**src/rtl/fetch_unit.sv**
```systemverilog
// Instruction fetch front end: PC sequencer, two-stage in-flight tag pipe matching the
// fixed 2-cycle instruction memory latency, and a credit-limited instruction buffer.
module fetch_unit #(
  parameter logic [31:0] RESET_PC   = 32'h0000_0000,
  parameter int unsigned FIFO_DEPTH = 4
) (
  input  logic        clk,
  input  logic        rst,
  output logic [31:0] imem_addr,
  input  logic [31:0] imem_data,
  input  logic        redirect_valid,
  input  logic [31:0] redirect_pc,
  input  logic        id_ready,
  output logic        id_valid,
  output logic [31:0] id_instr,
  output logic [31:0] id_pc
);

  localparam int unsigned      PTR_W     = (FIFO_DEPTH > 1) ? $clog2(FIFO_DEPTH) : 1;
  localparam int unsigned      OCC_W     = $clog2(FIFO_DEPTH + 3);
  localparam logic [OCC_W-1:0] DEPTH_OCC = OCC_W'(FIFO_DEPTH);
  localparam logic [PTR_W-1:0] LAST_PTR  = PTR_W'(FIFO_DEPTH - 1);

  logic [31:0]      pc_q, pc_d;
  logic             tag1_vld_q, tag1_vld_d;
  logic             tag2_vld_q, tag2_vld_d;
  logic [31:0]      tag1_pc_q, tag2_pc_q;
  logic [31:0]      fifo_instr_q [FIFO_DEPTH];
  logic [31:0]      fifo_pc_q    [FIFO_DEPTH];
  logic [PTR_W-1:0] rd_ptr_q, rd_ptr_d;
  logic [PTR_W-1:0] wr_ptr_q, wr_ptr_d;
  logic [OCC_W-1:0] count_q, count_d;
  logic [OCC_W-1:0] inflight;
  logic             issue;
  logic             push;
  logic             pop;

  function automatic logic [PTR_W-1:0] ptr_inc(input logic [PTR_W-1:0] p);
    return (p == LAST_PTR) ? '0 : p + 1'b1;
  endfunction

  // Credits count both buffered and in-flight words, so a returning word always has a slot.
  always_comb begin
    inflight = OCC_W'(tag1_vld_q) + OCC_W'(tag2_vld_q);
    issue    = !redirect_valid && ((count_q + inflight) < DEPTH_OCC);
    push     = tag2_vld_q && !redirect_valid;
    pop      = id_valid && id_ready && !redirect_valid;
  end

  always_comb begin
    pc_d       = pc_q;
    tag1_vld_d = issue;
    tag2_vld_d = tag1_vld_q && !redirect_valid;
    rd_ptr_d   = rd_ptr_q;
    wr_ptr_d   = wr_ptr_q;
    count_d    = count_q;
    if (redirect_valid) begin
      pc_d     = redirect_pc & 32'hFFFF_FFFC;
      rd_ptr_d = '0;
      wr_ptr_d = '0;
      count_d  = '0;
    end else begin
      if (issue) pc_d = pc_q + 32'd4;
      if (push)  wr_ptr_d = ptr_inc(wr_ptr_q);
      if (pop)   rd_ptr_d = ptr_inc(rd_ptr_q);
      case ({push, pop})
        2'b10:   count_d = count_q + 1'b1;
        2'b01:   count_d = count_q - 1'b1;
        default: count_d = count_q;
      endcase
    end
  end

  always_ff @(posedge clk or posedge rst) begin
    if (rst) begin
      pc_q       <= RESET_PC;
      tag1_vld_q <= 1'b0;
      tag2_vld_q <= 1'b0;
      rd_ptr_q   <= '0;
      wr_ptr_q   <= '0;
      count_q    <= '0;
    end else begin
      pc_q       <= pc_d;
      tag1_vld_q <= tag1_vld_d;
      tag2_vld_q <= tag2_vld_d;
      rd_ptr_q   <= rd_ptr_d;
      wr_ptr_q   <= wr_ptr_d;
      count_q    <= count_d;
    end
  end

  // Tag stage 1 -> tag stage 2 -> buffer; payload only, qualified by the valid bits above.
  always_ff @(posedge clk) begin
    if (issue) tag1_pc_q <= pc_q;
    tag2_pc_q <= tag1_pc_q;
    if (push) begin
      fifo_instr_q[wr_ptr_q] <= imem_data;
      fifo_pc_q[wr_ptr_q]    <= tag2_pc_q;
    end
  end

  assert property (@(posedge clk) disable iff (rst) !(push && (count_q == DEPTH_OCC)));

  always_comb begin
    imem_addr = pc_q;
    id_valid  = (count_q != '0);
    id_instr  = id_valid ? fifo_instr_q[rd_ptr_q] : 32'd0;
    id_pc     = id_valid ? fifo_pc_q[rd_ptr_q]    : 32'd0;
  end

endmodule
```
**config.mk**
```make
export PLATFORM = sky130hd
export DESIGN_NAME = fetch_unit
export DESIGN_NICKNAME = d
export VERILOG_FILES = /design/src/rtl/fetch_unit.sv
export SDC_FILE = /design/constraint.sdc
export NUM_CORES = 1
export LEC_CHECK = 0
export BUFFER_PORTS_ARGS = -buffer_cell sky130_fd_sc_hd__buf_2
export CAP_MARGIN = 20
export CORE_UTILIZATION = 30
export CTS_CLUSTER_DIAMETER = 60
export DETAILED_ROUTE_END_ITERATION = 8
export SKIP_LAST_GASP = 1
export SLEW_MARGIN = 20
export SYNTH_ARGS = -nofsm -noshare
export SYNTH_HDL_FRONTEND = slang
export SYNTH_SLANG_ARGS = --single-unit
```
**constraint.sdc**
```tcl
create_clock -name clk -period 3.2 [get_ports clk]
set_clock_uncertainty 0.1 [all_clocks]
set_input_delay 0.32 -clock clk [delete_from_list [all_inputs] [get_ports clk]]
set_output_delay 0.32 -clock clk [all_outputs]
set_load 0.03 [all_outputs]
```
After elaboration in Yosys (flattened, before gate mapping)
Memory sizes are Yosys's and may differ from the RTL's.
Index checks and enable logic that the tools add are counted.
{"block": "op_classes", "add_sub_neg": 7, "multipliers": 0, "n_div": 0, "magnitude_cmp": 1, "n_eq_ne": 4, "shift": 0, "muxes": 14, "bitwise": 0, "reduce_logical": 11}
{"operator": "32-bit two-way mux", "count": 4}
{"operator": "32-bit by 3-bit adder with 32-bit output (second input constant)", "count": 1}
{"operator": "2-bit two-way mux", "count": 6}
{"operator": "2-bit equality test (second input constant)", "count": 3}
{"operator": "3-bit one-hot mux with 2 select lines", "count": 1}
{"operator": "2-bit nonzero test", "count": 3}
{"operator": "3-bit nonzero test", "count": 2}
{"operator": "1-bit logical AND", "count": 5}
{"operator": "2-bit by 1-bit adder with 2-bit output (second input constant)", "count": 2}
{"operator": "3-bit by 1-bit adder with 3-bit output (second input constant)", "count": 1}
{"operator": "3-bit by 2-bit adder with 3-bit output", "count": 1}
{"operator": "3-bit less-than comparator (second input constant)", "count": 1}
{"operator": "3-bit two-way mux", "count": 1}
{"operator": "3-bit by 1-bit subtractor with 3-bit output (second input constant)", "count": 1}
{"operator": "1-bit by 1-bit adder with 2-bit output", "count": 1}
{"operator": "2-bit by 1-bit equality test with 1-bit output (second input constant)", "count": 1}
{"operator": "1-bit two-way mux", "count": 2}
{"operator": "1-bit logical NOT", "count": 1}
{"block": "word_totals", "register_bits": 105, "latch_bits": 0, "mem_bits_rw": 256, "rom_bits": 0, "n_memories": 2}
{"memory": "fifo_instr_q", "depth": 4, "word_bits": 32, "rd": 1, "rd_clocked_by_memory_dff": 0, "write_ports": 1, "line_no": "28", "source": "logic [31:0] fifo_instr_q [FIFO_DEPTH];"}
{"memory": "fifo_pc_q", "depth": 4, "word_bits": 32, "rd": 1, "rd_clocked_by_memory_dff": 0, "write_ports": 1, "line_no": "29", "source": "logic [31:0] fifo_pc_q [FIFO_DEPTH];"}

Depth between registers and ports, before layout
{"block": "logic_depth", "depth_word": 6, "mapped_depth": 8, "depth_no_buf": 8}

Least setup slack after synthesis
OpenSTA, ideal clock, no wires.
{"block": "synth_timing", "path_kind": "register -> register", "startpoint": "reg count_q[0]", "endpoint": "reg tag1_pc_q[10], enable pin", "t_arrival_ps": 2544, "slack_ps": 138, "stages_incl_launch_ff": 6, "path_buffers": 1, "period_less_slack_ps": 3062, "cell_sequence": "dfrtp_1 ha_1 a21oi_2 o22ai_4 clkbuf_1 nor2_1"}
{"block": "synth_between", "elab_chain_len": 3}
{"item": "start, declared", "line_no": "32", "source": "logic [OCC_W-1:0] count_q, count_d;"}
{"item": "start signal, assigned", "line_no": "88", "source": "count_q <= count_d;"}
{"item": "3-bit by 2-bit adder with 3-bit output", "line_no": "45", "source": "issue = !redirect_valid && ((count_q + inflight) < DEPTH_OCC);"}
{"item": "3-bit less-than comparator", "line_no": "45"}
{"item": "1-bit logical AND", "line_no": "45"}
{"item": "net issue", "line_no": "34", "source": "logic issue;"}
{"item": "end signal, assigned", "line_no": "94", "source": "if (issue) tag1_pc_q <= pc_q;"}
{"item": "end, declared", "line_no": "27", "source": "logic [31:0] tag1_pc_q, tag2_pc_q;"}
The timed path passes the listed nets, and every way through them passes these cells.
A chain may end at the register's enable or synchronous reset.

Worst setup path in the final report
{"block": "layout_timing", "startpoint": "reg rd_ptr_q[0]", "endpoint": "out id_pc[8]"}
{"block": "layout_between", "elab_chain_len": 2}
{"item": "start, declared", "line_no": "30", "source": "logic [PTR_W-1:0] rd_ptr_q, rd_ptr_d;"}
{"item": "start signal, assigned", "line_no": "86", "source": "rd_ptr_q <= rd_ptr_d;"}
{"item": "memory read 4 x 32 bit"}
{"item": "32-bit two-way mux", "line_no": "108", "source": "id_pc = id_valid ? fifo_pc_q[rd_ptr_q] : 32'd0;"}
{"item": "end, declared", "line_no": "16", "source": "output logic [31:0] id_pc"}
No other way between the ends.

==> results.sh <==
export IMPL_ys_types=51
export IMPL_synth_seq_cells=347
export IMPL_final_nets=1034
export IMPL_drt_iter0_markers=403
export IMPL_drive_gt1_frac=0.3215
export IMPL_grt_pass1_wl_um=43310
export IMPL_synth_top_area_frac=0.6335
export IMPL_ant_nets=0
export IMPL_grt_pass1_vias=7322
export IMPL_clock_latency_ns=0.54
export IMPL_grtUsageMet1=0.1732
export IMPL_area_growth_pct=27.49
export IMPL_p_per_area_nw_per_um2=845.7
export IMPL_first_pass_iters=6
export IMPL_start_util=0.3052
export IMPL_cts_root_buffer="clkbuf_16"
export IMPL_layout_common_cells="edfxtp_1 (278), buf_2 (158), and2_1 (64), dlygate4sd3_1 (64), mux4_2 (62)"
export IMPL_clockBufferDepth=3
export IMPL_synthTopCellsByArea="edfxtp_1 (63%), mux4_2 (11%), dfrtp_1 (7.4%), dfxtp_1 (4.6%), and2_1 (3.2%)"
export IMPL_dieHeight_um=211.6
export IMPL_final_hold_viol_count=0
export IMPL_numCtsBuffers=42
export IMPL_tightest_slew_ns=0.6746
export IMPL_yosysWarnings=0
export IMPL_crit_arrival_ns=2.51
export IMPL_endpoint_kind="output pin"
export IMPL_finalSetupTns_ns=0
export IMPL_status="finished, final reports clean"
export IMPL_startpoint="rd_ptr_q[0]"
export IMPL_fin_crit_sh=0.9150
export IMPL_dpl_cell_area_um2=14770
export IMPL_peakVddDrop_mv=0.4044
export IMPL_slew_violations=0
export IMPL_max_cap_violations=0
export IMPL_cts_resized_gates=0
export IMPL_synth_flop_cell="edfxtp_1"
export IMPL_syn_avg_cell_area_um2=18.53
export IMPL_synth_async_reset_ratio=0.1124
export IMPL_criticalPathCategory="register to output pin"
export IMPL_row_count=76
export IMPL_yosysTopAreaCell="edfxtp_1"
export IMPL_cts_sinks=347
export IMPL_fmax_ghz=0.3415
export IMPL_htree_levels=2
export IMPL_grtUsageMet3=0.03086
export IMPL_post_cts_buffers=0
export IMPL_crit_fanout=28
export IMPL_insertedDiodeCount=0
export IMPL_worstHoldStart="redirect_valid"
export IMPL_wl_um=28660
export IMPL_period_needed_ns=2.928
export IMPL_final_cell_area_um2=16800
export IMPL_ioPinCount=165
export IMPL_fp_dieArea_um2=44770
export IMPL_p_leak_nw=5.960
export IMPL_dp_hpwl_um=16930
export IMPL_avgRoutedWirePerCell_um=18.21
export IMPL_final_common_cell="edfxtp_1"
export IMPL_drc=0
export IMPL_antenna_found_initial=0
export IMPL_overflow=0
export IMPL_cts_tree="yes"
export IMPL_core_area_um2=43170
export IMPL_cpMaxStageDelayCell="dfrtp_4"
export IMPL_cp_cell_sequence="buf_12 > mux4_2 > and2_1 > buf_2"
export IMPL_top_usage_layer="met2"
export IMPL_viasPerCell=4.454
export IMPL_slew_headroom=0.5503
export IMPL_synth_edf_count=278
export IMPL_die_x_um=211.6
export IMPL_holdCritPathClass="primary input to register"
export IMPL_clkTransAtPathRegs_ns=0.05
export IMPL_cp_start_kind="register"
export IMPL_max_stage_delay_ns=0.72
export IMPL_seq_area_frac_synth=0.7531
export IMPL_portBuffers=158
export IMPL_grt_max_degree=65
export IMPL_gp_congestion=0.7885
export IMPL_p_total_w=0.01421
export IMPL_r2r_start="count_q[1]"
export IMPL_use_met2=0.2075
export IMPL_grt_usage=0.1299
export IMPL_required_ns=2.78
export IMPL_synth_cells=711
export IMPL_setup_viol=0
export IMPL_vias=7011
export IMPL_syn_area_um2=13180
export IMPL_fillCellCount=4008
export IMPL_grt_setup_unrepaired="false"
==> sequential cells by signal (all words and copies together), names as in the netlist <==
| register | count |
|---|---|
| rd_ptr_q | 2 |
| wr_ptr_q | 2 |
| imem_addr | 30 |
| tag1_pc_q | 30 |
| fifo_instr_q | 128 |
| tag1_vld_q | 1 |
| tag2_vld_q | 1 |
| tag2_pc_q | 30 |
| fifo_pc_q | 120 |
| count_q | 3 |
==> layer usage <==
layer  vias up  wire length (µm)  share of wire
met2       208             13270           0.46
li1       3241                 -              -
met5         -                 0              0
met1      3509             13000           0.45
met3        53              1730          0.060
met4         0               657          0.023
==> report_power, final <==
part / leakage (nW) / switching (W) / internal (W)
combinational: 2.02 / 0.00234 / 0.00137
sequential: 3.26 / 0.000381 / 0.00540
clock: 0.682 / 0.00182 / 0.00289
total: 5.96 / 0.00455 / 0.00966
==> cell families (layout without fill, tap and decap cells) <==
logic type	after synthesis	after routing	share of synthesized area
flip-flops	347	347	0.7531
AND/OR/NAND/NOR	176	176	0.07606
multiplexers	67	67	0.1099
buffers and inverters	43	318	0.01453
AO/OA/AOI/OAI	40	40	0.01871
XOR/XNOR	29	29	0.01927
adder cells (fa/ha/maj)	8	8	0.008165
other	1	4	0.0002846
==> cell usage after synthesis, types with 2 or more instances <==
library cell / instances
clkbuf_1: 23
o31ai_1: 2
buf_1: 2
and4_1: 3
mux2i_1: 4
nand2b_1: 3
xor2_1: 11
nor4b_1: 2
and3_1: 5
buf_4: 4
dfxtp_1: 30
inv_1: 7
dfrtp_1: 39
buf_2: 6
nand3_1: 9
and2_1: 68
o21ai_1: 5
nor2_1: 11
nor2b_1: 2
edfxtp_1: 278
nor3_1: 9
nor4_1: 6
o21ai_0: 20
nand4_1: 9
xnor2_1: 18
a31oi_1: 3
mux4_2: 62
a21oi_1: 3
ha_1: 7
nand2_1: 39
==> final cells by class <==
class / count / area, µm² / share of cell area
Clock buffer: 53 / 1154 / 0.06867
Clock inverter: 22 / 240.2 / 0.01430
Inverter: 7 / 26.28 / 0.001564
Multi-Input combinational cell: 324 / 3092 / 0.1840
Sequential cell: 347 / 9932 / 0.5912
Tap cell: 585 / 732.0 / 0.04357
Timing Repair Buffer: 236 / 1624 / 0.09667
==> final timing paths <==
kind / slack (ns) / endpoint / cells after the start
worst max register to register: 0.67 / count_q[2] / 8
worst min-delay path: 0.1 / rd_ptr_q[0] / 2
worst min register to register: 0.24 / tag2_pc_q[25] / 0
max in group asynchronous: 1.89 / imem_addr[13] / 4
min in group asynchronous: 0.32 / imem_addr[30] / 3
worst max-delay path: 0.27 / id_pc[8] / 4
==> critical path: cells and delay by family, from the launching register on <==
kind | cells | cell delay [ns]
buffers and inverters | 2 | 0.50
and+or+nand+nor | 1 | 0.19
muxes | 1 | 0.52
DFF | 1 | 0.72
==> repair_timing <==
item | 4_1_cts | 5_1_grt
hold endpoints to repair | 174 | 0
endpoints found under the setup margin | 0 | 0
hold buffers | 64 | 0
==> per-stage QoR <==
stage | hold WS [ns] | util | std cells | worst slack (ns)
2_1_floorplan | 0.2233 | - | 714 | 0.1378
3_5_place_dp | 0.2269 | 0.3420 | 1435 | 0.6838
6_report | 0.09857 | 0.3891 | 1574 | 0.2719
3_3_place_gp | 0.2268 | 0.3420 | 1435 | 0.7246
4_1_cts | 0.07134 | 0.3891 | 1574 | 0.1618
5_1_grt | 0.09855 | 0.3891 | 1574 | 0.1031
Note: power is estimated with default switching activity, not from simulation.
